## config.mk

```make
export PLATFORM = sky130hd
export DESIGN_NAME = window_gen3x3
export DESIGN_NICKNAME = d
export VERILOG_FILES = /design/src/rtl/window_gen3x3.sv
export SDC_FILE = /design/constraint.sdc
export NUM_CORES = 1
export LEC_CHECK = 0
export CORE_MARGIN = 1.5
export CORE_UTILIZATION = 43
export DETAILED_ROUTE_END_ITERATION = 6
export PLACE_DENSITY = 0.67
export REMOVE_ABC_BUFFERS = 1
export SYNTH_ARGS = -nofsm -noshare
export SYNTH_HDL_FRONTEND = slang
export SYNTH_SLANG_ARGS = --single-unit
```

## constraint.sdc

```tcl
create_clock -name clk -period 3.6 [get_ports clk]
set_clock_uncertainty 0.1 [all_clocks]
set_input_delay 0.72 -clock clk [delete_from_list [all_inputs] [get_ports clk]]
set_output_delay 0.72 -clock clk [all_outputs]
set_load 0.005 [all_outputs]
```

## src/rtl/window_gen3x3.sv

```systemverilog
// 3x3 sliding-window generator that feeds the convolution core one packed {kernel, window} word per handshake.
// Optional WIN_COUNT_EN adds win_count, the number of windows transferred in the current frame.
module window_gen3x3 #(
  parameter int IMG_WIDTH  = 8,
  parameter int IMG_HEIGHT = 8,
  parameter int CW         = $clog2(IMG_WIDTH),
  parameter int RW         = $clog2(IMG_HEIGHT)
) (
  input  logic         clk,
  input  logic         rst,
  input  logic [7:0]   pix_in,
  input  logic         pix_valid,
  output logic         pix_ready,
  input  logic [35:0]  kernel_in,
  input  logic         kernel_load,
  input  logic         target_ready,
  output logic         valid,
  output logic [107:0] dataOut,
  output logic         frame_done
`ifdef WIN_COUNT_EN
  ,
  output logic [15:0]  win_count
`endif
);

  typedef enum logic [1:0] {FILL, EMIT, HOLD} state_t;

  state_t                state, state_nxt;
  logic [CW-1:0]         col;
  logic [RW-1:0]         row;
  logic [7:0]            lb0 [IMG_WIDTH];
  logic [7:0]            lb1 [IMG_WIDTH];
  logic [2:0][2:0][7:0]  win, win_nxt;   // [row: 0=top][col: 0=left]
  logic [71:0]           pix_word;
  logic [35:0]           kern;
  logic                  accept, last_col, last_row, win_done;

  assign pix_ready = (state == FILL);
  assign valid     = (state == EMIT);
  assign accept    = pix_valid && pix_ready;
  assign last_col  = (col == CW'(IMG_WIDTH - 1));
  assign last_row  = (row == RW'(IMG_HEIGHT - 1));
  // Columns 0/1 of a row still hold the previous row's tail, so only col>=2 is a real window.
  assign win_done  = accept && (row >= RW'(2)) && (col >= CW'(2));

  always_comb begin
    win_nxt = win;
    for (int r = 0; r < 3; r++) begin
      win_nxt[r][0] = win[r][1];
      win_nxt[r][1] = win[r][2];
    end
    win_nxt[0][2] = lb0[col];
    win_nxt[1][2] = lb1[col];
    win_nxt[2][2] = pix_in;
  end

  always_comb begin
    pix_word = '0;
    for (int i = 0; i < 9; i++)
      pix_word[71-8*i -: 8] = win_nxt[i/3][i%3];
  end

  always_comb begin
    state_nxt = state;
    case (state)
      FILL:    if (win_done) state_nxt = EMIT;
      EMIT:    if (target_ready) state_nxt = HOLD;
      HOLD:    state_nxt = FILL;
      default: state_nxt = FILL;
    endcase
  end

  always_ff @(posedge clk) begin
    if (!rst) begin
      state      <= FILL;
      col        <= '0;
      row        <= '0;
      dataOut    <= '0;
      frame_done <= 1'b0;
      kern       <= '0;
    end else begin
      state      <= state_nxt;
      frame_done <= accept && last_col && last_row;
      if (kernel_load) kern <= kernel_in;
      // Word captures the kernel held before this edge; a same-edge load lands in the next word.
      if (win_done) dataOut <= {kern, pix_word};
      if (accept) begin
        if (last_col) begin
          col <= '0;
          row <= last_row ? '0 : row + RW'(1);
        end else begin
          col <= col + CW'(1);
        end
      end
    end
  end

  // Pixel storage carries no reset; its contents are irrelevant until refilled.
  always_ff @(posedge clk) begin
    if (rst && accept) begin
      win      <= win_nxt;
      lb0[col] <= lb1[col];
      lb1[col] <= pix_in;
    end
  end

`ifdef WIN_COUNT_EN
  always_ff @(posedge clk) begin
    if (!rst)
      win_count <= '0;
    else if (accept && last_col && last_row)
      win_count <= '0;
    else if (state == EMIT && target_ready && win_count != 16'hFFFF)
      win_count <= win_count + 16'd1;
  end
`endif

endmodule

```

[After elaboration in Yosys (flattened, before gate mapping)]
Memories as Yosys holds them, arrays and structs flattened. A register that Yosys moved wholly into a read port is not among the register bits.
Cells that the tools add are included.
Operators by class
  add/sub/neg operators: 2
  equality and inequality tests: 5
  magnitude comparators: 2
  reductions and logical operators: 9
  mux-type cells: 11
Operators by type and width (number)
  $mux W3: 6
  $add A3 B1 Y3 const B: 2
  $eq A3 B3 Y1 const B: 2
  $ge A3 B2 Y1 const B: 2
  $logic_and A1 B1 Y1: 6
  $mux W2: 2
  $pmux W2 S2: 1
  $reduce_and A2 Y1: 2
  $eq A2 B1 Y1 const B: 1
  $logic_not A2 Y1: 1
  $mux W1: 2
  $ne A2 B1 Y1 const B: 1
  $ne A2 B2 Y1 const B: 1
Word-level totals
  flip-flop bits (word level): 201
  RAM bits: 128
  output and inout bits: 111
  memories kept: 2
Memory list
  lb0: depth 8, width 8, rd ports 1, clocked after Yosys merged registers in 1, wr ports 1, RTL line 31  | logic [7:0] lb0 [IMG_WIDTH];
  lb1: depth 8, width 8, rd ports 1, clocked after Yosys merged registers in 1, wr ports 1, RTL line 32  | logic [7:0] lb1 [IMG_WIDTH];

[Depth between registers and ports, before layout]
  word-level depth: 6
  mapped depth: 7
  gate-level depth less buffers: 5

[Worst setup path before layout]
OpenSTA, ideal clock, no wires.
  kind: input to register
  from: in pix_valid
  to: reg win, in the netlist pix_word[10] (enable)
  stages: 4
  buffers on the path: 2
  slack: -345 ps
  arrival time: 3390 ps
  cells stage by stage: or3b_1 -> buf_6 -> buf_6 -> nor2_1
On the way
  word-level cells in the longest chain between the ends: 2
RTL lines
  start: declaration: RTL line 12  | input logic pix_valid,
  $logic_and A1 B1 Y1: RTL line 40  | assign accept = pix_valid && pix_ready;
  $logic_and A1 B1 Y1: RTL line 100  | if (rst && accept) begin
  end signal: assignment: RTL line 101  | win <= win_nxt;
  end: declaration: RTL line 33  | logic [2:0][2:0][7:0] win, win_nxt;
No other way between the ends.
A chain may end at the register's enable or synchronous reset.

[Worst setup path after layout]
  from: reg state[0]
  to: out valid
On the way
  word-level cells in the longest chain between the ends: 1
RTL lines
  start: declaration: RTL line 28  | state_t state, state_nxt;
  start signal: assignment: RTL line 82  | state <= state_nxt;
  $eq A2 B1 Y1: RTL line 39  | assign valid = (state == EMIT);
  end: declaration: RTL line 17  | output logic valid,
No other way between the ends.

==> impl_metrics.py <==
metrics = {
    "final_layout": {
        "n_antenna_cell": 0,
        "final_cell_mix": "edfxtp_1 (176), clkdlybuf4s50_1 (158), dfxtp_1 (155)",
        "area_delta_synth_final_pct": 23.9,
        "final_common_cell": "edfxtp_1",
        "layout.nets": 1145,
        "final_cell_count_no_fill": 1501,
        "layout-drive-gt1-share": 0.0976,
    },
    "yosys": {
        "syn_area_um2": 12700,
        "synthSimpleGateAreaFrac": 0.0769,
        "ys_seq_elements": 332,
        "synth_xor_area_frac": 0,
        "synthMuxAreaShare": 0.109,
        "synth_fa_ha_area_frac": 0.00590,
        "synth_compound_area_frac": 0.100,
        "seq_area_frac_synth": 0.661,
        "yosysWarnings": 0,
        "avgSynthCellArea_um2": 13.3,
        "synth_cell_types": 31,
        "syn_inst": 957,
        "synth_top_family_by_area": "multiplexers",
    },
    "power": {
        "total_power_mw": 8.12,
        "leakagePower_nw": 5.24,
        "seq_power_share": 0.509,
        "p_switching_mw": 1.81,
        "p_int_mw": 6.31,
        "p_clk_frac": 0.427,
        "netSwitchingFraction": 0.222,
        "powerDensity_nw_per_um2": 515,
        "power.share.combinational": 0.063,
        "peakVddDrop_v": 0.000293,
    },
    "sta": {
        "timing.final.crit_share": 0.691,
        "maxSlewHeadroom": 0.335,
        "slew_violations": 0,
        "hold-worst-slack_ps": 337,
        "rsz0062_at_grt": "no",
        "clock.fmax_ghz": 0.402,
        "hold_viol_final": 0,
        "layout_min_cycle_time_ps": 2490,
        "finalSetupViolations": 0,
        "tightest_slew_ps": 996,
    },
    "place": {
        "io_buffer_count": 159,
        "finalWeightedCongestion": 0.720,
        "dp_hpwl_um": 17200,
        "dp_cells": 1436,
    },
    "setup_path": {
        "reg2regPathDepth": 5,
        "startpoint_type": "flip-flop",
        "reg2reg_from": "col[1]$_SDFFE_PN0P_",
        "crit_type": "flip-flop to primary output",
        "cp.arrival_ps": 1670,
        "end_kind": "primary output",
        "critPathLaunch": "state[0]$_SDFFE_PN0P_",
        "required_ps": 2780,
        "worstPathMaxFanout": 5,
    },
    "clocking": {
        "root_buffer": "clkbuf_16",
        "cts_tree": "built",
        "clock_path_buffers": 3,
        "htreeDepth": 2,
        "clk_latency_ps": 510,
        "cts_hold_buf": 0,
        "postCtsSetupRepairBufs": 0,
        "clk_pin_slew_ps": 60,
        "cts_made_buffers": 36,
        "cts_sinks": 332,
        "cts_resized": 0,
    },
    "floorplan": {
        "fp.dieW_um": 175,
        "rows": 62,
        "start_util": 0.440,
        "pin_count": 160,
        "core_area_um2": 28900,
        "dieArea_um2": 30600,
        "die_height_um": 175,
    },
    "global_routing": {
        "grtUsageTotal": 0.194,
        "grt_pass1_wl_um": 46800,
        "antenna_found_initial": 0,
        "grt.overflow.total": 0,
        "grt_max_degree": 135,
        "grt_pass1_vias": 8358,
    },
    "run_status": {
        "status": "completed",
    },
    "drt": {
        "vias": 8422,
        "routed_via_density": 5.61,
        "first_pass_iters": 7,
        "drcViolationCount": 0,
        "ant_nets": 0,
        "wl_um": 30200,
        "drtIter0Drc": 727,
        "post_drt_wl_per_cell_um": 20.1,
    },
    "worst_hold_path": {
        "hold_depth": 0,
        "holdCritStartpoint": "pix_word[62]$_DFFE_PP_",
        "min_path_type": "flip-flop to flip-flop",
    },
    "run": {
        "cap_viol_max_count": 0,
    },
}
-- critical path: stages (launching register included) --
cell             delay, ps
dfxtp_1                410
nor2b_1                230
clkdlybuf4s50_1        530
-- layer usage --
layer / share of wire / GRT usage
met1: 0.46 / 0.281
met2: 0.46 / 0.307
met3: 0.057 / 0.0279
met4: 0.016 / 0.0474
met5: 0 / 0
-- power groups by stage --
| stage | Combinational, mW | Clock [mW] | Sequential, mW |
|---|---|---|---|
| 2_1_floorplan | 0.266 | 0 | 4.22 |
| 3_3_place_gp | 0.509 | 0 | 4.21 |
| 3_5_place_dp | 0.514 | 0 | 4.21 |
| 4_1_cts | 0.516 | 3.54 | 4.13 |
| 5_1_grt | 0.552 | 3.68 | 4.14 |
| 6_report | 0.515 | 3.47 | 4.13 |
-- area by class of cell --
class	count	area, um2
inverters	19	73.8
fillers	2375	13200
multi-input cells	511	3770
flip-flops and latches	332	8410
clock buffers	56	1070
clock inverters	9	60.1
well taps	384	480
repair buffers	190	1890
-- through the flow --
stage,util,area [um2],TNS (ps),setup slack (ps)
global placement,0.506,14600,0,670
finish,0.545,15800,0,1110
global route,0.545,15800,0,1010
floorplan,-,12200,-999260,-4850
detailed placement,0.506,14600,0,651
CTS,0.545,15800,0,1080
-- cell usage after synthesis --
cell | n | area [um2]
edfxtp_1 | 176 | 5290
dfxtp_1 | 156 | 3120
mux2i_1 | 103 | 1030
a21oi_1 | 94 | 470
nand4_1 | 93 | 582
o31ai_1 | 92 | 691
clkbuf_1 | 51 | 191
nor2_1 | 50 | 188
buf_2 | 20 | 100
nand2_1 | 20 | 75.1
inv_1 | 18 | 67.6
mux4_2 | 16 | 360
o22ai_1 | 16 | 100
buf_6 | 13 | 146
buf_4 | 10 | 75.1
ha_1 | 6 | 75.1
nor3_1 | 3 | 15.0
or3_1 | 3 | 18.8
and3_1 | 2 | 12.5
nand2b_1 | 2 | 12.5
nand3_1 | 2 | 10.0
nor2b_1 | 2 | 12.5
a211oi_1 | 1 | 7.51
buf_1 | 1 | 3.75
inv_2 | 1 | 3.75
nor3_2 | 1 | 10.0
nor3_4 | 1 | 16.3
nor3b_1 | 1 | 7.51
nor4bb_1 | 1 | 10.0
o21a_1 | 1 | 7.51
or3b_1 | 1 | 8.76
-- flip-flops by register name, summed over array words and instances (netlist names), named ones only --
name	count
kern	36
pix_word	48
dataOut	108
col	3
frame_done	1
lb1	64
row	3
state	2
lb0	64
-- cells by family (layout without fill, tap and decap cells) --
kind of cell	count (synthesis)	after routing
adder cells (fa/ha/maj)	6	6
flip-flops	332	332
AND/OR/NAND/NOR	182	182
AO/OA/AOI/OAI	204	204
multiplexers	119	119
buffers and inverters	114	274
-- final timing paths --
kind / slack [ps] / endpoint
max: 1110 / valid
min: 340 / pix_word[70]$_DFFE_PP_
max reg2reg: 1270 / row[1]$_SDFFE_PN0P_
min reg2reg: 340 / pix_word[70]$_DFFE_PP_
(Power assumes the default switching activity.)
